[config.mk]
export PLATFORM = sky130hd
export DESIGN_NAME = spi_master
export DESIGN_NICKNAME = d
export VERILOG_FILES = /design/src/rtl/spi_master.sv
export SDC_FILE = /design/constraint.sdc
export NUM_CORES = 1
export LEC_CHECK = 0
export CAP_MARGIN = 10
export CORE_MARGIN = 2
export CORE_UTILIZATION = 65
export CTS_BUF_LIST = sky130_fd_sc_hd__clkbuf_8
export DETAILED_ROUTE_END_ITERATION = 6
export DONT_BUFFER_PORTS = 1
export PLACE_DENSITY = 0.81
export SETUP_SLACK_MARGIN = 0.02
export SLEW_MARGIN = 20
export SYNTH_ARGS = -nofsm -noshare
export SYNTH_HDL_FRONTEND = slang
export SYNTH_SLANG_ARGS = --single-unit
[constraint.sdc]
create_clock -name clk -period 4.95 [get_ports clk]
set_input_delay 0.495 -clock clk [delete_from_list [all_inputs] [get_ports clk]]
set_output_delay 0.495 -clock clk [all_outputs]
set_load 0.02 [all_outputs]
[src/rtl/spi_master.sv]
// Byte-wide SPI master (ss active low, sck idles high, shift on fall, sample on rise).
// Optional SPI_MASTER_CS_GAP_EN keeps busy high for 2H clks after ss deasserts.
module spi_master #(
  parameter int DWIDTH = 8,
  parameter int CDIV_W = 8
) (
  input  logic              clk,
  input  logic              rstb,
  input  logic              start,
  input  logic              mlb,
  input  logic [CDIV_W-1:0] cdiv,
  input  logic [DWIDTH-1:0] tdata,
  input  logic              sdin,
  output logic              ss,
  output logic              sck,
  output logic              sdout,
  output logic              busy,
  output logic              done,
  output logic [DWIDTH-1:0] rdata
);

  localparam int BW = (DWIDTH > 1) ? $clog2(DWIDTH) : 1;
  localparam logic [BW-1:0] LAST_BIT = BW'(DWIDTH - 1);

  typedef enum logic [1:0] {IDLE, SETUP, XFER, HOLD} state_t;

  state_t            state, state_nxt;
  logic              go;
  logic              mlb_q;
  logic [CDIV_W-1:0] cdiv_q;
  logic [CDIV_W-1:0] cnt;
  logic [DWIDTH-1:0] tx;
  logic [DWIDTH-1:0] rx;
  logic [BW-1:0]     bit_cnt;
  logic [CDIV_W+1:0] gap_cnt;
  logic              phase_end;

  // cnt runs 0..cdiv_q, so a full-scale cdiv still yields 2^CDIV_W clks per phase.
  assign phase_end = (cnt == cdiv_q);

  always_comb begin
    state_nxt = state;
    case (state)
      IDLE:    if (go) state_nxt = SETUP;
      SETUP:   if (phase_end) state_nxt = XFER;
      XFER:    if (phase_end && !sck && bit_cnt == LAST_BIT) state_nxt = HOLD;
      HOLD:    if (phase_end) state_nxt = IDLE;
      default: state_nxt = IDLE;
    endcase
  end

  always_ff @(posedge clk or negedge rstb) begin
    if (!rstb) state <= IDLE;
    else       state <= state_nxt;
  end

  always_ff @(posedge clk or negedge rstb) begin
    if (!rstb) begin
      go      <= 1'b0;
      mlb_q   <= 1'b0;
      cdiv_q  <= '0;
      cnt     <= '0;
      tx      <= '0;
      rx      <= '0;
      bit_cnt <= '0;
      gap_cnt <= '0;
      ss      <= 1'b1;
      sck     <= 1'b1;
      sdout   <= 1'b0;
      busy    <= 1'b0;
      done    <= 1'b0;
      rdata   <= '0;
    end else begin
      done <= 1'b0;
      cnt  <= (state == IDLE || phase_end) ? '0 : cnt + 1'b1;
      case (state)
        IDLE: begin
          if (go) begin
            go      <= 1'b0;
            busy    <= 1'b1;
            ss      <= 1'b0;
            sdout   <= mlb_q ? tx[DWIDTH-1] : tx[0];
            tx      <= mlb_q ? (tx << 1) : (tx >> 1);
            bit_cnt <= '0;
          end else if (busy) begin
            // Done cycle (and optional deselect gap) before start is honoured again.
            if (gap_cnt == '0) busy <= 1'b0;
            else               gap_cnt <= gap_cnt - 1'b1;
          end else if (start) begin
            go     <= 1'b1;
            tx     <= tdata;
            mlb_q  <= mlb;
            cdiv_q <= cdiv;
          end
        end
        SETUP: begin
          if (phase_end) sck <= 1'b0;
        end
        XFER: begin
          if (phase_end) begin
            if (!sck) begin
              sck <= 1'b1;
              rx  <= mlb_q ? {rx[DWIDTH-2:0], sdin} : {sdin, rx[DWIDTH-1:1]};
              if (bit_cnt != LAST_BIT) bit_cnt <= bit_cnt + 1'b1;
            end else begin
              sck   <= 1'b0;
              sdout <= mlb_q ? tx[DWIDTH-1] : tx[0];
              tx    <= mlb_q ? (tx << 1) : (tx >> 1);
            end
          end
        end
        HOLD: begin
          if (phase_end) begin
            ss    <= 1'b1;
            done  <= 1'b1;
            rdata <= rx;
`ifdef SPI_MASTER_CS_GAP_EN
            gap_cnt <= {1'b0, cdiv_q, 1'b0} + (CDIV_W+2)'(2);
`else
            gap_cnt <= '0;
`endif
          end
        end
        default: ;
      endcase
    end
  end

endmodule

======== Word level (Yosys, flattened, before mapping) ========
Index checks and enable logic that the tools add are counted.
word-level totals
  word-level logic and storage cells ...... 103
  RAM bits ................................ 0
  latch bits .............................. 0
  input bits .............................. 21
  memory bits (read-only) ................. 0
  register bits ........................... 62
  output and inout bits ................... 13
  memories kept ........................... 0
operators by class
  shift operators ......................... 0
  multipliers ............................. 0
  add/sub/neg operators ................... 3
  multiplexer cells ....................... 44
  order comparisons ....................... 0
  reduce and logical (&&, ||, !) cells .... 19
  eq/ne operators ......................... 19
  bitwise operators ....................... 3
  divide/modulo/power cells ............... 0
operators by type and width
  cell                   count
  $mux 8                 8
  $mux 10                4
  $ne 2x2->1 const B     11
  $pmux 10 s2            1
  $mux 1                 17
  $pmux 8 s2             1
  $reduce_and 5->1       3
  $mux 3                 4
  $reduce_and 4->1       3
  $logic_not 10->1       1
  $sub 10x1->10 const B  1
  $ne 3x3->1 const B     3
  $reduce_and 3->1       3
  $add 8x1->8 const B    1
  $eq 8x8->1             1
  $mux 2                 4
  $pmux 2 s4             1
  $pmux 1 s2             3
  $pmux 3 s2             1
  $reduce_bool 2->1      3
  $eq 2x2->1 const B     2
  $add 3x1->3 const B    1
  $eq 3x3->1 const B     1
  $not 1->1              3
  6 further kinds        7

======== Logic depth before layout (Yosys ltp) ========
  depth after elaboration ................. 5
  gate-level depth with buffers ........... 8
  mapped depth without buffers ............ 7

======== Worst setup path before layout ========
Ideal clock, no wire load.
  kind .................................... register to register
  start ................................... reg state[0]
  end ..................................... reg gap_cnt[0]
  required time ........................... 4.829 ns
  arrival ................................. 1.815 ns
  library setup time ...................... 0.121 ns
  clock period less this slack ............ 1.936 ns
  stages on the path, launching flop included .. 8
  path buffers ............................ 1
  slack ................................... 3.014 ns
  cells stage by stage .................... dfrtp_1 > inv_1 > ha_1 > clkbuf_1 > nand3b_1 > a31oi_2 > o22ai_2 > a22o_1
between the ends
  word-level cells in the longest chain between the ends .. 3
  elaborated cells between the ends (all ways) .. 9
  those cells by class .................... eq/ne (5); mux (1); reduce/logical (3)
RTL lines
  item                                                              line  RTL
  start: declaration                                                27    state_t state, state_nxt;
  start signal: assignment                                          54    else state <= state_nxt;
  $eq 2x2->1 / $logic_not 2->1 (equally long branches)              76    case (state)
  $ne 2x2->1 (no line) / $reduce_bool 2->1 (equally long branches)  n/a
  $reduce_and 5->1 (no line)                                        n/a
  end signal: assignment                                            88    else gap_cnt <= gap_cnt - 1'b1;
  end: declaration                                                  35    logic [CDIV_W+1:0] gap_cnt;
Parallel ways exist; a longest one is shown, timed or not.
A chain may end at the register's enable or synchronous reset.

======== Final worst setup path ========
  start ................................... reg state[0]
  end ..................................... reg cdiv_q[5]
between the ends
  word-level cells in the longest chain between the ends .. 2
RTL lines
  item                        line  RTL
  $logic_not 2->1             76
  $reduce_and 4->1 (no line)  n/a
  end signal: assignment      93    cdiv_q <= cdiv;
  end: declaration            30    logic [CDIV_W-1:0] cdiv_q;
Every way passes these cells.

==> impl_metrics.json <==
{
  "die_area_um2": 5530,
  "finish.utilization_pct": 72.9,
  "synth_cell_types": 57,
  "root_buffer": "clkbuf_8",
  "final_cell_mix": "60 x dfrtp_1, 25 x mux2_2, 19 x nand2_1, 17 x nor2_1, 16 x mux2i_1",
  "fp.coreArea_um2": 4750,
  "dp_hpwl_um": 4180,
  "grt_first_pass_wirelength_um": 10100,
  "fin_crit_ns": 2.27,
  "cp_slowest_cell": "nor2b_1",
  "gp_congestion": 0.833,
  "fill_cells": 338,
  "initial_core_util_pct": 67.7,
  "cp_max_fo": 10,
  "synth_seq_cells": 62,
  "use_met2_pct": 37.5,
  "powerDensity_nw_per_um2": 542,
  "synth_cells": 288,
  "viasPerCell": 5.91,
  "cts_buffer_depth": 2,
  "grt_max_degree": 63,
  "syn_nets": 317,
  "grt_usage_pct": 24.5,
  "rsz0062_at_grt": "no",
  "finalSetupViolCount": 0,
  "pre_cts_slack_ns": 2.71,
  "max_stage_delay_ns": 0.72,
  "worst_slack_ns": 2.68,
  "grt-ovfl-total": 0,
  "gr-max-usage-layer": "met2",
  "endpoint_kind": "flip-flop",
  "synthArstFlopShare_pct": 100,
  "status": "finished, final reports clean",
  "drive_gt1_share_pct": 18.3,
  "hold_viol_final": 0,
  "synth-seq-area-share_pct": 48.3,
  "first_pass_iters": 4,
  "io_buffers": 0,
  "fin_crit_sh_pct": 45.9,
  "power_uw": 1880,
  "ys.flop_type": "dfrtp_1",
  "synth_edf_count": 0,
  "ir_drop_mv": 0.357,
  "crit_family": "simple AND/OR/NAND/NOR gates",
  "htree_levels": 3,
  "ios": 34,
  "finClkSkew_ns": 0.00593,
  "cts_tree": "built",
  "wl_um": 5990,
  "crit_path_cell_trace": "inv_1 > ha_1 > nand2b_1 > nor2b_1 > mux2_2",
  "cp.arrival_ns": 2.50,
  "yosys_warnings": 0,
  "diodes": 0,
  "rows": 25,
  "maxCapViolCount": 0,
  "layout_commonest_cell": "dfrtp_1",
  "crit_type": "reg -> reg",
  "synthesis.area_per_instance_um2": 11.2,
  "wl_per_cell_um": 16.6,
  "final.setup.tns_ns": 0,
  "syn2layout_area_growth_pct": 7.74,
  "fmaxAchievable_ghz": 0.440,
  "clock_latency_ns": 0.34,
  "design_area_um2": 3470,
  "hold_path_class": "in -> async",
  "dpl-instance-area_um2": 3260,
  "grtUsageMet1_pct": 32.2,
  "die_h_um": 74.4,
  "cts.clk_slew.worst_paths_ns": 0.07,
  "antenna_found_initial": 0,
  "worst_pin_slew_ns": 0.883,
  "crit_buf_inv": 1,
  "grt_pass1_vias": 2127,
  "postRouteAntennaNets": 0,
  "slew_headroom_pct": 41.1,
  "crit_path_start_kind": "flip-flop",
  "clock-sinks": 62,
  "fin_nets": 319,
  "cts_setup_buffers": 0,
  "die_w_um": 74.4,
  "drtIter0Drc": 179,
  "drc": 0,
  "globalRouteMet3Util_pct": 7.59,
  "slew_violations": 0,
  "vias": 2141,
  "power.leakage_uw": 0.00161,
  "worstPathRequired_ns": 5.17,
  "cts_made_buffers": 9,
  "syn_area_um2": 3220
}
-- registers in the layout (all words and copies together), names as in the netlist --
register,cells
gap_cnt,10
cdiv_q,8
cnt,8
rdata,8
rx,8
tx,8
bit_cnt,3
state,2
busy,1
done,1
go,1
mlb_q,1
sck,1
sdout,1
ss,1
-- cell families (layout without fill, tap and decap cells) --
kind of cell / Yosys count / count (layout) / share of synthesized area (%)
simple gates: 81 / 81 / 14.4
flops: 62 / 62 / 48.3
compound gates: 54 / 54 / 12.1
mux: 42 / 42 / 14.1
buf+inv: 22 / 29 / 2.76
xor+xnor: 19 / 19 / 5.17
fa+ha+maj: 8 / 8 / 3.11
-- synth_stat cells, types with 6 or more instances --
| master | n | area [µm²] |
|---|---|---|
| a21oi_1 | 10 | 50.1 |
| clkbuf_1 | 6 | 22.5 |
| dfrtp_1 | 60 | 1500 |
| ha_1 | 8 | 100 |
| inv_1 | 11 | 41.3 |
| mux2_2 | 25 | 282 |
| mux2i_1 | 16 | 160 |
| nand2_1 | 19 | 71.3 |
| nand3_1 | 14 | 70.1 |
| nor2_1 | 17 | 63.8 |
| o21ai_0 | 14 | 70.1 |
| xor2_1 | 15 | 131 |
-- report_power, final --
part	total (µW)	switching [µW]	internal, µW
Combinational	668	354	314
Sequential	797	161	635
Clock	413	188	225
-- area by class of cell --
type | count | area, µm² | share of cell area, %
clock buffer | 9 | 124 | 3.57
clock inverter | 7 | 57.6 | 1.66
inverter | 12 | 45.0 | 1.30
multi-input combinational | 204 | 1570 | 45.4
sequential | 62 | 1550 | 44.8
tap | 67 | 83.8 | 2.42
timing repair buffer | 1 | 27.5 | 0.794
-- worst register-to-register path, delay by kind of cell (launching register included) --
family                     cells  cell delay, ns
adders and majority gates      1            0.31
buffers and inverters          1            0.10
DFF                            1            0.41
muxes                          1            0.42
and+or+nand+nor                2            0.92
-- per-layer routing --
metal / vias up / share of wire [%]
met4: 0 / 2.0
li1: 1041 / -
met2: 44 / 48
met1: 1042 / 45
met5: - / 0
met3: 14 / 5.0
-- path summary, 6_finish.rpt --
check                               from          to  slack (ns)  cells past startpoint
max in group asynchronous           rstb         sck        4.63                      1
min in group clk                 cdiv[1]   cdiv_q[1]        0.30                      1
worst min register to register     rx[0]       rx[0]        0.52                      2
worst min-delay path                rstb  bit_cnt[2]        0.01                      1
worst max register to register  state[0]   cdiv_q[5]        2.68                      5
worst max-delay path            state[0]   cdiv_q[5]        2.68                      5
-- metrics by stage --
stage,cells,hold slack (ns)
after CTS,362,0.0215
after global placement,345,0.201
after detailed placement,345,0.201
after global routing,362,0.0303
after floorplan,288,0.199
final,362,0.0102
-- what timing repair did --
item                      in CTS  in global routing
hold buffers                   1                  0
gates resized for setup        0                  0
hold endpoints to repair      62                  0
No activity file was read; power rests on OpenSTA's default activity.
==> RTL edit 1: new RTL, same settings <==
Set the parameter `DWIDTH` to 32 (it was 8).
--- a/src/rtl/spi_master.sv
+++ b/src/rtl/spi_master.sv
@@ -2,5 +2,5 @@
 // Optional SPI_MASTER_CS_GAP_EN keeps busy high for 2H clks after ss deasserts.
 module spi_master #(
-  parameter int DWIDTH = 8,
+  parameter int DWIDTH = 32,
   parameter int CDIV_W = 8
 ) (
Interface: changed (resized rdata and tdata); port bits go from 34 to 82. The function was not compared with the original's and may differ.
==> RTL edit 1 against the original RTL <==
Power up 120%. Via count grew 120%. Global-route usage is essentially flat. Area after synthesis grew 110%. Sequential cell count rose by 74. Wire length is 120% higher. Worst hold slack lost 0.0034 ns. Cell area grew 100%. Non-clock buffer count rose by 2. Worst setup slack worse by 0.81 ns. Sequential share of layout area rose by 3.2 points. Critical path depth up 2. Critical path type unchanged. Largest cell class is now sequential cells. Largest power group unchanged.
==> RTL edit 1: results (changes against the original RTL) <==
.. list-table::
   :header-rows: 1

   * - Metric
     - Value
   * - Layout Area Growth over Synthesis
     - 6.27%
   * - Terminus of the critical flop-to-flop path
     - tx[0]$_DFFE_PN0P_
   * - Ranking of synthesized cells by instance count
     - 134 x sky130_fd_sc_hd__dfrtp_1, 68 x sky130_fd_sc_hd__mux2i_1, 63 x sky130_fd_sc_hd__o21ai_1, 52 x sky130_fd_sc_hd__nor2_1, 42 x sky130_fd_sc_hd__o21ai_0
   * - Clock tree cell share of total cell area
     - 0.0513 (-0.00107)
   * - Number of search-and-repair iterations in the first detailed-routing pass
     - 5 (+1)
   * - Number of nets in the layout
     - 665 (+110%)
   * - Invs w/o clock
     - 10 (-2)
   * - Slew Limit Headroom
     - 0.285 (-0.126)
   * - HPWL Detailed
     - 8420 um (+100%)
   * - Buffers excl. clock
     - 3 (+2)
   * - First-pass GRT wire length
     - 21,800 um (+120%)
   * - Average wire per cell in the routed design
     - 17.2 um (+4.2%)
   * - Routed Wire Length
     - 13,100 um (+120%)
   * - Critical Path Sink
     - tx[0]$_DFFE_PN0P_
   * - Post-Synth Adder-Cell Area
     - 0.0150 (-0.0161)
   * - Most area-consuming cells after synthesis
     - sky130_fd_sc_hd__dfrtp_1 50%, sky130_fd_sc_hd__mux2i_1 10%, sky130_fd_sc_hd__mux2_2 6.9%
   * - Number of DRC markers after the initial detailed-route iteration
     - 278 (+55%)
   * - Post-synth cell types
     - 55 (-3.5%)
   * - Final-layout fill cell count
     - 753 (+120%)
   * - Internal power summed over all cells
     - 2420 uW (+110%)
   * - Sequential cell area fraction in the yosys report
     - 0.510 (+0.0267)
   * - Clock buffer instance count of the final layout
     - 17 (+8)
   * - Number of multi-input logic gates
     - 444 (+120%)
   * - Peak ir drop on the vdd network
     - 0.389 mV (+9.1%)
   * - Run status
     - completed
   * - Flip-flop and latch count after synthesis
     - 136 (+120%)
   * - H-tree Lvls
     - 4 (+1)
   * - Final non-clock buffer share
     - 0.00775 (-0.000189)
   * - Pwr Density
     - 579 mW/mm^2 (+6.9%)
   * - Mean instance size in the synthesized netlist
     - 10.6 um^2 (-4.7%)
   * - Placed cell count
     - 727 (+110%)
   * - Share of cell area taken by flip-flops and latches
     - 0.480 (+0.0318)
   * - Arrival time of the worst setup path
     - 3.35 ns (+0.85 ns)
   * - Maximum number of pins on one net before global-route repair
     - 137 (+120%)
   * - Pleak
     - 0.00316 uW (+96%)
## RTL edit 1: cell types whose count changed in the layout (fill, tap and decap cells not counted), moves of 8 or more
cell and change:
sky130_fd_sc_hd__o21ai_0 +28, sky130_fd_sc_hd__o21ai_1 +63, sky130_fd_sc_hd__a21oi_1 +30, sky130_fd_sc_hd__clkbuf_8 +8, sky130_fd_sc_hd__xor2_1 -11, sky130_fd_sc_hd__mux2_2 +16
sky130_fd_sc_hd__mux2i_1 +52, sky130_fd_sc_hd__dfrtp_1 +73, sky130_fd_sc_hd__nand2_1 +21, sky130_fd_sc_hd__nor2_1 +34
## RTL edit 1: layer usage
layer	track usage	wire (um)	up-vias
met5	0	0	-
met4	0.0743	104	0
met3	0.0823	763	12
li1	-	-	2228
met1	0.321	5720	2294
met2	0.389	6530	114
## RTL edit 1: logic make-up after synthesis
group | after synthesis
AO/OA/AOI/OAI | 172
XOR/XNOR | 14
adder cells (fa/ha/maj) | 8
buffers and inverters | 48
flip-flops | 136
multiplexers | 109
AND/OR/NAND/NOR | 141
==> RTL edit 2: new RTL, same settings <==
Made on the original files. The 4 states of `state_t` get a one-hot encoding in 4 bits.
--- a/src/rtl/spi_master.sv
+++ b/src/rtl/spi_master.sv
@@ -23,5 +23,5 @@
   localparam logic [BW-1:0] LAST_BIT = BW'(DWIDTH - 1);
 
-  typedef enum logic [1:0] {IDLE, SETUP, XFER, HOLD} state_t;
+  typedef enum logic [3:0] {IDLE = 4'b0001, SETUP = 4'b0010, XFER = 4'b0100, HOLD = 4'b1000} state_t;
 
   state_t            state, state_nxt;
Behaviour: no difference found for any inputs over 10 cycles, from zero or initial values and one cycle with rstb low; not proved beyond that.
==> RTL edit 2 against the original RTL <==
Area after synthesis shrank 0.70%. Largest power group unchanged. Power decreased by 17%. Sequential cell count rose by 2. Via count is 0.47% higher. Cell area is 1.8% lower. Wire length shrank 5.1%. Worst setup slack worse by 0.0043 ns. Global-route usage fell by 0.31 points.
==> RTL edit 2: results (changes against the original RTL) <==
.. list-table::
   :header-rows: 1

   * - Metric
     - Value
   * - Run status
     - completed
   * - Arrival time of the worst setup path
     - 2.51 ns (about the same)
   * - Compound-gate portion of the synthesized area
     - 0.0873 (-0.0340)
   * - Number of multi-input logic gates
     - 205 (+0.49%)
   * - Power in combinational cells
     - 452 uW (-32%)
   * - Post-synth cell types
     - 51 (-11%)
   * - Post-Layout Cell Count
     - 361 (-0.28%)
   * - Final-layout fill cell count
     - 354 (+4.7%)
   * - Via count of the first global-routing pass
     - 2,177 (+2.4%)
   * - Clock skew
     - 0.00901 ns (+0.00307 ns)
   * - Clk power
     - 354 uW (-14%)
   * - Sink count of the clock tree
     - 64 (+3.2%)
   * - First-pass GRT wire length
     - 9940 um (-1.2%)
   * - Overall Power
     - 1560 uW (-17%)
   * - Placed cell count
     - 344 (-0.29%)
   * - Buffers excl. clock
     - 2 (+1)
   * - Worst hold margin
     - 0.0153 ns (+0.00506 ns)
   * - Number of cells traversed by the worst register-to-register path
     - 4 (-1)
   * - Share of layout cells above drive strength 1
     - 0.170 (-0.0130)
   * - Maximum number of pins on one net before global-route repair
     - 65 (+3.2%)
   * - Mux contribution to synthesized area
     - 0.145 (+0.00452)
   * - Master of the slowest instance on the critical path
     - sky130_fd_sc_hd__dfstp_2
   * - Sequential cell area fraction in the yosys report
     - 0.503 (+0.0195)
   * - Ranking of synthesized cells by instance count
     - 61 x sky130_fd_sc_hd__dfrtp_1, 27 x sky130_fd_sc_hd__mux2_2, 25 x sky130_fd_sc_hd__nor2_1
   * - Invs w/o clock
     - 7 (-5)
   * - Post-synthesis instance area
     - 0.00319 mm^2 (-0.70%)
   * - Clock tree cell share of total cell area
     - 0.0445 (-0.00784)
   * - Switching pwr
     - 518 uW (-26%)
   * - Weighted congestion at the end of routability-driven global placement
     - 0.813 (-2.4%)
   * - Most area-consuming cells after synthesis
     - sky130_fd_sc_hd__dfrtp_1 48%, sky130_fd_sc_hd__mux2_2 9.5%, sky130_fd_sc_hd__mux2i_1 5.0%
   * - Pleak
     - 0.00157 uW (-2.3%)
RTL edit 2: worst max path at each step:
stage	end	slack, ns	cells after the start
final	tx[6]$_DFFE_PN0P_	2.67	4
after global routing	rx[5]$_DFFE_PN0P_	2.48	4
after CTS	tx[6]$_DFFE_PN0P_	2.65	4
after detailed placement	tx[6]$_DFFE_PN0P_	2.66	4
after global placement	tx[2]$_DFFE_PN0P_	2.70	4
after floorplan	tx[0]$_DFFE_PN0P_	2.86	7
RTL edit 2: worst register-to-register path, cell delays in order (launching register included):
cell                      delay, ns
sky130_fd_sc_hd__dfstp_2       0.64
sky130_fd_sc_hd__or4b_1        0.59
sky130_fd_sc_hd__nor2_1        0.18
sky130_fd_sc_hd__a221o_1       0.37
sky130_fd_sc_hd__mux2_2        0.38
RTL edit 2: routing by layer:
layer	up-vias	share of wire	global-route usage
li1	1030	-	-
met1	1067	0.47	0.316
met2	40	0.47	0.386
met3	14	0.040	0.0623
met4	0	0.021	0.105
met5	-	0	0
